==> config.mk <==
export PLATFORM = sky130hd
export DESIGN_NAME = agu_commit_arbiter
export DESIGN_NICKNAME = d
export VERILOG_FILES = /design/src/rtl/agu_commit_arbiter.sv
export SDC_FILE = /design/constraint.sdc
export NUM_CORES = 1
export LEC_CHECK = 0
export CAP_MARGIN = 20
export CORE_AREA = 3 3 176 178
export CTS_CLUSTER_SIZE = 14
export DETAILED_ROUTE_END_ITERATION = 6
export DIE_AREA = 0 0 179 181
export PLACE_DENSITY = 0.82
export SLEW_MARGIN = 40
export SYNTH_ARGS = -nofsm -noshare
export SYNTH_HDL_FRONTEND = slang
export SYNTH_SLANG_ARGS = --single-unit
==> constraint.sdc <==
create_clock -name clk -period 9.55 [get_ports clk]
set_input_delay 0.955 -clock clk [delete_from_list [all_inputs] [get_ports clk]]
set_output_delay 0.955 -clock clk [all_outputs]
set_load 0.02 [all_outputs]
==> src/rtl/agu_commit_arbiter.sv <==
// ============================================================================
// Module      : agu_commit_arbiter
// Description : Merges lookup/load/store results (up to two per cycle, fixed
//               priority) into a circular commit queue drained by one port.
//               Optional macro AGU_COMMIT_BYPASS_EN adds an empty-queue bypass.
// Revision    : 1.0 - initial release
// ============================================================================
`timescale 1ns/1ps
`default_nettype none

package agu_commit_pkg;
    typedef struct packed {
        logic [31:0] data;
        logic [7:0]  tag;
    } execute_to_commit_bus_t;
endpackage

module agu_commit_arbiter
    import agu_commit_pkg::*;
#(
    parameter int DEPTH = 8
) (
    input  logic                         clk,
    input  logic                         reset,
    input  logic                         flush,
    input  logic                         lookup_valid,
    input  logic                         load_valid,
    input  logic                         store_valid,
    input  execute_to_commit_bus_t       lookup_bus,
    input  execute_to_commit_bus_t       load_bus,
    input  execute_to_commit_bus_t       store_bus,
    output logic                         lookup_allowin,
    output logic                         load_allowin,
    output logic                         store_allowin,
    output logic                         commit_valid,
    output execute_to_commit_bus_t       commit_bus,
    input  logic                         commit_ready,
    output logic [$clog2(DEPTH):0]       count
);

    localparam int c_ptr_w = $clog2(DEPTH);
    localparam int c_cnt_w = c_ptr_w + 1;
    localparam logic [c_cnt_w-1:0] c_one   = c_cnt_w'(1);
    localparam logic [c_cnt_w-1:0] c_two   = c_cnt_w'(2);
    localparam logic [c_cnt_w-1:0] c_depth = c_cnt_w'(DEPTH);

    execute_to_commit_bus_t r_mem [DEPTH];
    logic [c_ptr_w-1:0]     r_head;
    logic [c_ptr_w-1:0]     r_tail;
    logic [c_cnt_w-1:0]     r_count;

    logic [c_cnt_w-1:0]     w_free;
    logic                   w_lk_acc, w_ld_acc, w_st_acc;
    logic                   w_first_v, w_second_v;
    execute_to_commit_bus_t w_first_bus, w_second_bus;
    logic                   w_q_valid;
    logic                   w_byp_vis, w_byp_take;
    logic                   w_deq;
    logic                   w_wr0_v, w_wr1_v;
    execute_to_commit_bus_t w_wr0_bus, w_wr1_bus;
    logic [1:0]             w_nwr;
    logic [c_ptr_w-1:0]     w_tail_p1;

    // Free space comes from the registered count only, so a dequeue in the
    // same cycle never opens room for a new request.
    assign w_free = c_depth - r_count;

    assign lookup_allowin = !flush && (w_free >= c_one);
    assign load_allowin   = !flush && ((w_free >= c_two) || ((w_free >= c_one) && !lookup_valid));
    assign store_allowin  = !flush && !(lookup_valid && load_valid) &&
                            ((lookup_valid || load_valid) ? (w_free >= c_two) : (w_free >= c_one));

    assign w_lk_acc = lookup_valid && lookup_allowin;
    assign w_ld_acc = load_valid   && load_allowin;
    assign w_st_acc = store_valid  && store_allowin;

    always_comb begin
        w_first_v    = 1'b0;
        w_first_bus  = '0;
        w_second_v   = 1'b0;
        w_second_bus = '0;
        if (w_lk_acc) begin
            w_first_v   = 1'b1;
            w_first_bus = lookup_bus;
            if (w_ld_acc) begin
                w_second_v   = 1'b1;
                w_second_bus = load_bus;
            end else if (w_st_acc) begin
                w_second_v   = 1'b1;
                w_second_bus = store_bus;
            end
        end else if (w_ld_acc) begin
            w_first_v   = 1'b1;
            w_first_bus = load_bus;
            if (w_st_acc) begin
                w_second_v   = 1'b1;
                w_second_bus = store_bus;
            end
        end else if (w_st_acc) begin
            w_first_v   = 1'b1;
            w_first_bus = store_bus;
        end
    end

    assign w_q_valid = (r_count != '0);

`ifdef AGU_COMMIT_BYPASS_EN
    assign w_byp_vis  = !w_q_valid && !flush && w_first_v;
    assign w_byp_take = w_byp_vis && commit_ready;
`else
    assign w_byp_vis  = 1'b0;
    assign w_byp_take = 1'b0;
`endif

    assign commit_valid = w_q_valid || w_byp_vis;
    assign commit_bus   = w_q_valid ? r_mem[r_head] :
                          (w_byp_vis ? w_first_bus : '0);

    assign w_deq = w_q_valid && commit_ready && !flush;

    // A consumed bypass request skips the queue; the second request, if any,
    // takes the tail slot alone.
    assign w_wr0_v   = w_byp_take ? w_second_v   : w_first_v;
    assign w_wr0_bus = w_byp_take ? w_second_bus : w_first_bus;
    assign w_wr1_v   = w_byp_take ? 1'b0         : w_second_v;
    assign w_wr1_bus = w_second_bus;

    assign w_nwr     = {1'b0, w_wr0_v} + {1'b0, w_wr1_v};
    assign w_tail_p1 = r_tail + c_ptr_w'(1);

    always_ff @(posedge clk) begin
        if (reset || flush) begin
            r_head  <= '0;
            r_tail  <= '0;
            r_count <= '0;
        end else begin
            if (w_deq) begin
                r_head <= r_head + c_ptr_w'(1);
            end
            r_tail  <= r_tail + c_ptr_w'(w_nwr);
            r_count <= r_count + c_cnt_w'(w_nwr) - c_cnt_w'(w_deq);
        end
    end

    always_ff @(posedge clk) begin
        if (!reset && !flush) begin
            if (w_wr0_v) begin
                r_mem[r_tail] <= w_wr0_bus;
            end
            if (w_wr1_v) begin
                r_mem[w_tail_p1] <= w_wr1_bus;
            end
        end
    end

    assign count = r_count;

endmodule

`default_nettype wire

== Word-level counts from Yosys, hierarchy flattened ==
Memory sizes are Yosys's and may differ from the RTL's. A register that Yosys moved wholly into a read port is not among the register bits.
Cells that the tools add are included.
Storage, ports and cells
  bits in registers: 10
  bits in writable memories: 320
  bits of input ports: 127
  output and inout bits: 48
  memories: 1
Memory list
  r_mem: depth 8, width 40, rd ports 1, clocked after Yosys merged registers in 1, write ports 2, RTL line 47  | execute_to_commit_bus_t r_mem [DEPTH];
Operators by class
  add/sub/neg operators: 7
  magnitude comparators: 2
  muxes and demuxes: 20
  reductions and logical operators: 20
Operators by type and width (count)
  $mux 40: 6
  $logic_and 1x1->1: 12
  $mux 1: 12
  $add 3x1->3 const B: 2
  $mux 3: 2
  $add 4x2->4: 1
  $ge 4x1->1 const B: 1
  $ge 4x2->1 const B: 1
  $logic_not 1->1: 4
  $reduce_bool 4->1: 1
  $sub 4x1->4: 1
  $sub 4x4->4 const A: 1
  $add 3x2->3: 1
  $logic_or 1x1->1: 3
  $add 1x1->2: 1

== Logic depth before layout (Yosys ltp) ==
Gate-level depths: netlist of the first run.
  depth after elaboration: 11
  mapped depth: 18
  gate-level depth less buffers: 16

== Least setup slack after synthesis of the first run ==
Ideal clock, no wire load.
  path type: input to register
  from: input load_valid
  to: memory r_mem[3][0] (netlist name) (enable)
  library setup time: 497 ps
  data arrival time: 4705 ps
  setup slack: 4348 ps
  stages on the path: 7
  cells stage by stage: clkbuf_1 > inv_1 > o41a_1 > o31a_1 > a221o_1 > nand2_1 > o31ai_1
RTL lines
  start: declaration: RTL line 27  | input logic load_valid,
  end: declaration: RTL line 47

==> summary.md, run 1 <==
| Metric | Value |
|---|---|
| VDD IR max | `0.000162 V` |
| GP Congestion | `between 0.8 and 0.9` |
| Diode count | `0` |
| Sequential power share | `36.6%` |
| Number of port buffers | `around 170` |
| Total power | `5.21 mW` |
| Iter 0 DRT Violations | `between 1000 and 1500` |
| CP startpoint kind | `flop` |
| Worst-path maximum fanout | `46` |
| Arr. time, crit path | `3.52 ns` |
| Max Cap Viol | `0` |
| Post-DP HPWL | `27600 µm` |
| Worst Max-Slew Pin Slew | `between 0.8 and 0.9 ns` |
| Unrepaired setup endpoints after global routing | `no` |
| Final Slew Violations | `0` |
| Via density per instance | `6.57` |
| Commonest cells after routing, fill and taps aside | `mux2i_1 (360), edfxtp_1 (320), clkdlybuf4s50_1 (174), mux4_2 (80), nor2_1 (64)` |
| Die Span Y | `181 µm` |
| Static leakage | `8.88 nW` |
| Final Setup Violations | `0` |
| Hold WC Path Type | `reg -> reg` |
| Yosys top cell area share | `between 50% and 60%` |
| Min Tclk post-route | `4.48 ns` |
| Global-route wire length before repair | `70700 µm` |
| Internal power | `3.43 mW` |
| Critical setup path kind | `reg -> out` |
| Netlist cell types | `43` |
| Setup Skew | `0.0133 ns` |
| Clk sinks | `333` |
| Drt total wl | `45800 µm` |
| Post_cts resized | `0` |
| Cell row count | `63` |
| Setup TNS | `0 ns` |
| I/O pin count | `roughly 180` |
| Dominant cells by area after synthesis | `edfxtp_1 (54%), mux2i_1 (20%), mux4_2 (10%)` |
| Share of cells above drive strength 1 | `~16%` |
| Post-CTS Hold Fix Bufs | `0` |
| Clock share of power | `25.0%` |
| TritonCTS Buffers | `34` |
| Top_reg_cell synth | `edfxtp_1` |
| H-Tree Level Count | `2` |
| Sequential fraction of the synthesis area | `55.9%` |
| Run status | `finished, final reports clean` |
| Post-synth top area cell | `edfxtp_1` |
| Crit. End Element | `primary output` |
| CTS tree | `built` |
| Overflow after GRT | `0` |
| Net Switching | `~1.8 mW` |
| Clock transition at path regs | `0.06 ns` |
| Warnings from Yosys | `0` |
| Switching Fraction | `34.2%` |
| Mapped Avg Cell Area | `15.3 µm²` |
| Mapped Cells | `1156` |
| Initial antenna violation count | `0` |
| Synth Cell Area | `17600 µm²` |
| Slew HR | `40.8%` |
| Root buf cell | `clkbuf_16` |
| Initial core utilization | `59.7%` |
| Flops & latches, synth | `333` |
| Most common cell after layout, fill and taps aside | `mux2i_1` |
| GRT Total Usage | `between 20% and 30%` |
| Core Region | `29600 µm²` |
| Vias in the first global route | `12200` |
| Combinational power share | `38.4%` |
| Util after Layout | `between 70% and 80%` |
| Full die area | `32400 µm²` |
| WL per Instance | `25.8 µm` |
| Post-synth EDFFs | `320` |
| Setup bufs post-CTS | `0` |
| Final worst-path cycle share | `46.9%` |
| Net Count, Synth | `roughly 1300` |
| Area Growth Syn to Fin | `20.8%` |
| Detail Route Antenna Nets | `0` |
| Residual DRC count | `0` |
| Clock buffer depth | `3` |
| Final nets | `1500` |
| CP Data Required Time | `8.60 ns` |
| Hold Vio Cnt, Final | `0` |
| PD cells | `244 nW/µm²` |
| Total number of vias | `approximately 12000` |
| Async S/R FF share, synth | `0%` |
| Fmax | `223 MHz` |
| Pre-antenna DRT Iters | `6` |
| Post-route cell area | `~21000 µm²` |
| Largest net degree at the start of global routing | `53` |
| Die width | `179 µm` |
| Post-Place Cell Area | `20200 µm²` |
| Skew-Pair Late Insertion Delay | `slightly above 0.5 ns` |
worst max-delay path, cell delays in order (launching register included):
cell and delay, ns:
dfxtp_4 0.83, buf_6 0.64, mux4_2 0.64, mux2i_1 0.20
nor2_1 0.09, clkdlybuf4s50_1 0.58
layer usage:
metal,part of all wire [%],GRT usage (%)
met5,0,0
met4,2.6,8.63
met3,7.4,4.27
met2,50,47.8
met1,40,38.8
cells by family (layout without fill, tap and decap cells):
group	after synthesis	after routing	synth area share, %
AO/OA/AOI/OAI	115	115	5.33
XOR/XNOR	7	7	0.347
adder cells (fa/ha/maj)	15	15	1.15
buffers and inverters	106	334	2.70
flip-flops	333	333	55.9
multiplexers	440	440	30.6
AND/OR/NAND/NOR	140	140	3.90
sequential cells by signal (all words and copies together), names as in the netlist, named ones only:
name,count
r_tail,3
r_head,3
r_mem,320
count,4
path summary, 6_finish.rpt:
kind / startpoint / end / slack, ns / depth (start not counted)
worst max register to register: count[1]$_SDFF_PP0_ / count[2]$_SDFF_PP0_ / 5.38 / 16
worst max-delay path: flop / commit_bus[3] / 5.07 / 5
worst min register to register: r_head[1]$_SDFFE_PP0P_ / flop / 0.53 / 2
worst min-delay path: r_head[1]$_SDFFE_PP0P_ / flop / 0.53 / 2
per-stage QoR:
step	instances	worst slack [ns]	hold slack, ns
final	1774	5.07	0.535
after global routing	1774	4.83	0.537
after CTS	1767	4.98	0.520
after detailed placement	1705	4.90	0.512
after global placement	1654	4.94	0.462
after floorplan	1156	4.35	0.454
cell type report:
type	instances	area (µm²)
clock inverters	17	105
fillers	1905	8240
flip-flops and latches	333	9880
repair buffers	256	2270
clock buffers	45	986
well taps	390	488
inverters	16	60.1
multi-input cells	717	7530
synthesized netlist by cell type (all sizes together), types with 2 or more instances:
cell type / number
a21oi: 6
a222oi: 40
a22oi: 40
and2: 3
buf: 55
clkbuf: 35
dfxtp: 13
edfxtp: 320
fa: 2
ha: 13
inv: 16
mux2i: 360
mux4: 80
nand2: 12
nand2b: 5
nand3: 3
nor2: 65
nor2b: 40
nor3: 4
o21a: 2
o21ai: 15
o31ai: 3
or2: 4
or3: 2
xnor2: 3
xor2: 4
power groups by stage:
stage / sequential [mW] / clock [mW] / combinational, mW
floorplan: 1.92 / 0 / 1.23
global placement: 1.93 / 0 / 1.86
detailed placement: 1.94 / 0 / 1.96
CTS: 1.91 / 1.31 / 1.99
global route: 1.92 / 1.37 / 2.17
finish: 1.91 / 1.30 / 2.00
Power figures use the tool's default switching activity.
==> run 2, diff against run 1 <==
--- a/config.mk
+++ b/config.mk
@@ -6,11 +6,11 @@
 export NUM_CORES = 1
 export LEC_CHECK = 0
 export CAP_MARGIN = 20
-export CORE_AREA = 3 3 176 178
+export CORE_AREA = 3 3 179 181
 export CTS_CLUSTER_SIZE = 14
 export DETAILED_ROUTE_END_ITERATION = 6
-export DIE_AREA = 0 0 179 181
-export PLACE_DENSITY = 0.82
+export DIE_AREA = 0 0 182 184
+export PLACE_DENSITY = 0.8
 export SLEW_MARGIN = 40
 export SYNTH_ARGS = -nofsm -noshare
 export SYNTH_HDL_FRONTEND = slang
==> constraint.sdc (replaced) <==
create_clock -name clk -period 4.3 [get_ports clk]
set_input_delay 0.43 -clock clk [delete_from_list [all_inputs] [get_ports clk]]
set_output_delay 0.43 -clock clk [all_outputs]
set_load 0.02 [all_outputs]
==> run 2 against run 1 <==
Effect of this change:
- clock skew decreased by 0.00072 ns
- largest power group unchanged
- clock power increased by 130%
- final area increased by 1.7%
==> summary.md, run 2 (same netlist as run 1, synthesis figures left out) <==
| Metric | Value |
|---|---|
| Run status | `finished, final reports clean (unchanged)` |
| Unrepaired setup endpoints after global routing | `no (unchanged)` |
| Clock transition at path regs | `0.06 ns (about the same)` |
| Sequential cell area | `9880 µm² (about the same)` |
| Arr. time, crit path | `4.00 ns (was 3.52 ns)` |
| Reg with most FFs | `r_mem (unchanged)` |
| Final worst-path cycle share | `between 80% and 90%` |
| Die width | `182 µm (was 179 µm)` |
| Clk sinks | `333 (unchanged)` |
| TritonCTS Buffers | `36 (was 34)` |
| Slowest stage delay, CP | `0.70 ns (was 0.83 ns)` |
| Final Slew Violations | `0 (unchanged)` |
| GRT Total Usage | `28.1% (was 28.5%)` |
| Core Region | `30600 µm² (was 29600 µm²)` |
| Root buf cell | `clkbuf_16 (unchanged)` |
| Skew-Pair Late Insertion Delay | `0.51 ns (about the same)` |
| Hold Path Depth | `2 (unchanged)` |
| Iter 0 DRT Violations | `1271 (was 1138)` |
| Die Span Y | `184 µm (was 181 µm)` |
| VDD IR max | `0.000316 V (was 0.000162 V)` |
| Post_cts resized | `0 (unchanged)` |
| Fillers | `1998 (was 1905)` |
| Initial antenna violation count | `0 (unchanged)` |
| Detail Route Antenna Nets | `0 (unchanged)` |
| Post-Place Cell Area | `20500 µm² (was 20200 µm²)` |
| Pre-antenna DRT Iters | `7 (was 6)` |
| Drt total wl | `47700 µm (was 45800 µm)` |
| Cell row count | `64 (was 63)` |
| Static leakage | `9.05 nW (was 8.88 nW)` |
| Commonest cells after routing, fill and taps aside | `mux2i_1 (360), edfxtp_1 (320), clkdlybuf4s50_1 (174), mux4_2 (80), nor2_1 (64) (unchanged)` |
| Hold Vio Cnt, Final | `0 (unchanged)` |
| Post-CTS Hold Fix Bufs | `0 (unchanged)` |
| Overflow after GRT | `0 (unchanged)` |
| CP Data Required Time | `4.51 ns (was 8.60 ns)` |
| Total number of vias | `11800 (was 11700)` |
| CP startpoint kind | `flop (unchanged)` |
| Area Growth Syn to Fin | `22.9% (was 20.8%)` |
| Critical-path top delay cell | `nor2_4 (was dfxtp_4)` |
| Residual DRC count | `0 (unchanged)` |
| Diode count | `0 (unchanged)` |
| Share of cells above drive strength 1 | `16.3% (was 15.5%)` |
| Final worst slack | `0.515 ns (was 5.07 ns)` |
| Worst-path maximum fanout | `35 (was 46)` |
| CP most frequent cell | `buf_12` |
| GP Congestion | `0.821 (was 0.849)` |
| Post-DP HPWL | `28300 µm (was 27600 µm)` |
| Critical setup path kind | `reg -> reg (was reg -> out)` |
| Via density per instance | `6.54 (was 6.57)` |
| Max Cap Viol | `0 (unchanged)` |
| Global-route wire length before repair | `71900 µm (was 70700 µm)` |
| Full die area | `33500 µm² (was 32400 µm²)` |
| Worst Max-Slew Pin Slew | `0.874 ns (was 0.888 ns)` |
| WL per Instance | `26.5 µm (was 25.8 µm)` |
| Setup WS pre-CTS | `0.574 ns (was 4.90 ns)` |
| Min Tclk post-route | `approximately 3.8 ns` |
| Area of the multi-input gates | `7530 µm² (about the same)` |
| Clock buffer depth | `3 (unchanged)` |
| Reg2reg path depth | `11 (was 16)` |
| H-Tree Level Count | `2 (unchanged)` |
| Crit. End Element | `flop (was primary output)` |
| Most Used Layer, Global Route | `met2 (unchanged)` |
| Post-route cell area | `21700 µm² (was 21300 µm²)` |
| Number of port buffers | `174 (unchanged)` |
| Vias in the first global route | `12400 (was 12200)` |
| Met2 GRT Util | `49.5% (was 47.8%)` |
| Fmax | `264 MHz` |
| Slew HR | `41.6% (was 40.8%)` |
| Largest register FFs | `320 (unchanged)` |
| Largest net degree at the start of global routing | `59 (was 53)` |
| CTS tree | `built (unchanged)` |
| Met3 global-route usage | `3.54% (was 4.27%)` |
| I/O pin count | `175 (unchanged)` |
| CP Cell Sequence | `inv_1 -> ha_1 -> or3b_4 -> o31ai_4 -> nor2_4 -> buf_12 -> buf_12 -> nor2b_1 -> a222oi_1 -> buf_1 -> mux2i_1 (was buf_6 -> mux4_2 -> mux2i_1 -> nor2_1 -> clkdlybuf4s50_1)` |
| Setup Skew | `0.0125 ns (was 0.0133 ns)` |
| Setup bufs post-CTS | `0 (unchanged)` |
| Hold WC Path Type | `reg -> reg (unchanged)` |
| Met1 Usage GRT | `36.8% (was 38.8%)` |
| Most common cell after layout, fill and taps aside | `mux2i_1 (unchanged)` |
| Initial core utilization | `57.7% (was 59.7%)` |
| PD cells | `544 nW/µm² (was 244 nW/µm²)` |
| Final Setup Violations | `0 (unchanged)` |
| Final nets | `1521 (was 1500)` |
## run 2: changes by cell type in the layout (fill, tap and decap cells not counted), sizes merged
cell and delta:
bufinv +3, clkinv -4, buf +19, inv +1, clkbuf +1, clkinvlp -1
## run 2: through the flow
stage / hold slack, ns / instances / setup TNS, ns / util, % / power [mW]
floorplan: 0.454 / 1156 / -110.48 / - / 6.98
global placement: 0.460 / 1680 / 0 / 66.0 / 8.53
detailed placement: 0.475 / 1734 / 0 / 67.0 / 8.78
CTS: 0.485 / 1796 / 0 / 70.7 / 11.8
global route: 0.512 / 1799 / 0 / 70.9 / 12.3
finish: 0.490 / 1799 / 0 / 70.9 / 11.8
## run 2: final timing paths
path / from / endpoint / slack, ns
worst max-delay path: count[0]$_SDFF_PP0_ / r_mem[7][26]$_DFFE_PP_ / 0.51
worst min-delay path: r_head[1]$_SDFFE_PP0P_ / flop / 0.49
worst max register to register: count[0]$_SDFF_PP0_ / r_mem[7][26]$_DFFE_PP_ / 0.51
worst min register to register: r_head[1]$_SDFFE_PP0P_ / flop / 0.49
## run 2: power by group
group / internal [mW] / switching, mW / leakage, nW
Clock: 1.82 / 1.21 / 0.558
Combinational: 1.89 / 2.66 / 5.44
Sequential: 4.10 / 0.115 / 3.05
## run 2: area by class of cell
class	count	share of cell area, %
clock buffer	46	4.43
clock inverter	16	0.837
inverter	16	0.277
multi-input combinational	717	34.7
sequential	333	45.6
tap	396	2.29
timing repair buffer	275	11.9
## run 2: critical path, delay by kind of cell, from the launching register on
family | cells | cell delay, ns
DFF | 1 | 0.47
muxes | 1 | 0.11
and+or+nand+nor | 3 | 1.04
buffers and inverters | 4 | 0.79
AOI/OAI and AO/OA | 2 | 0.80
adders and majority gates | 1 | 0.25
## run 2: routing by layer
metal  up-vias  part of all wire, %
li1       5120                    -
met1      5941                   39
met2       597                   51
met3       108                  7.4
met4         0                  3.1
met5         -                    0
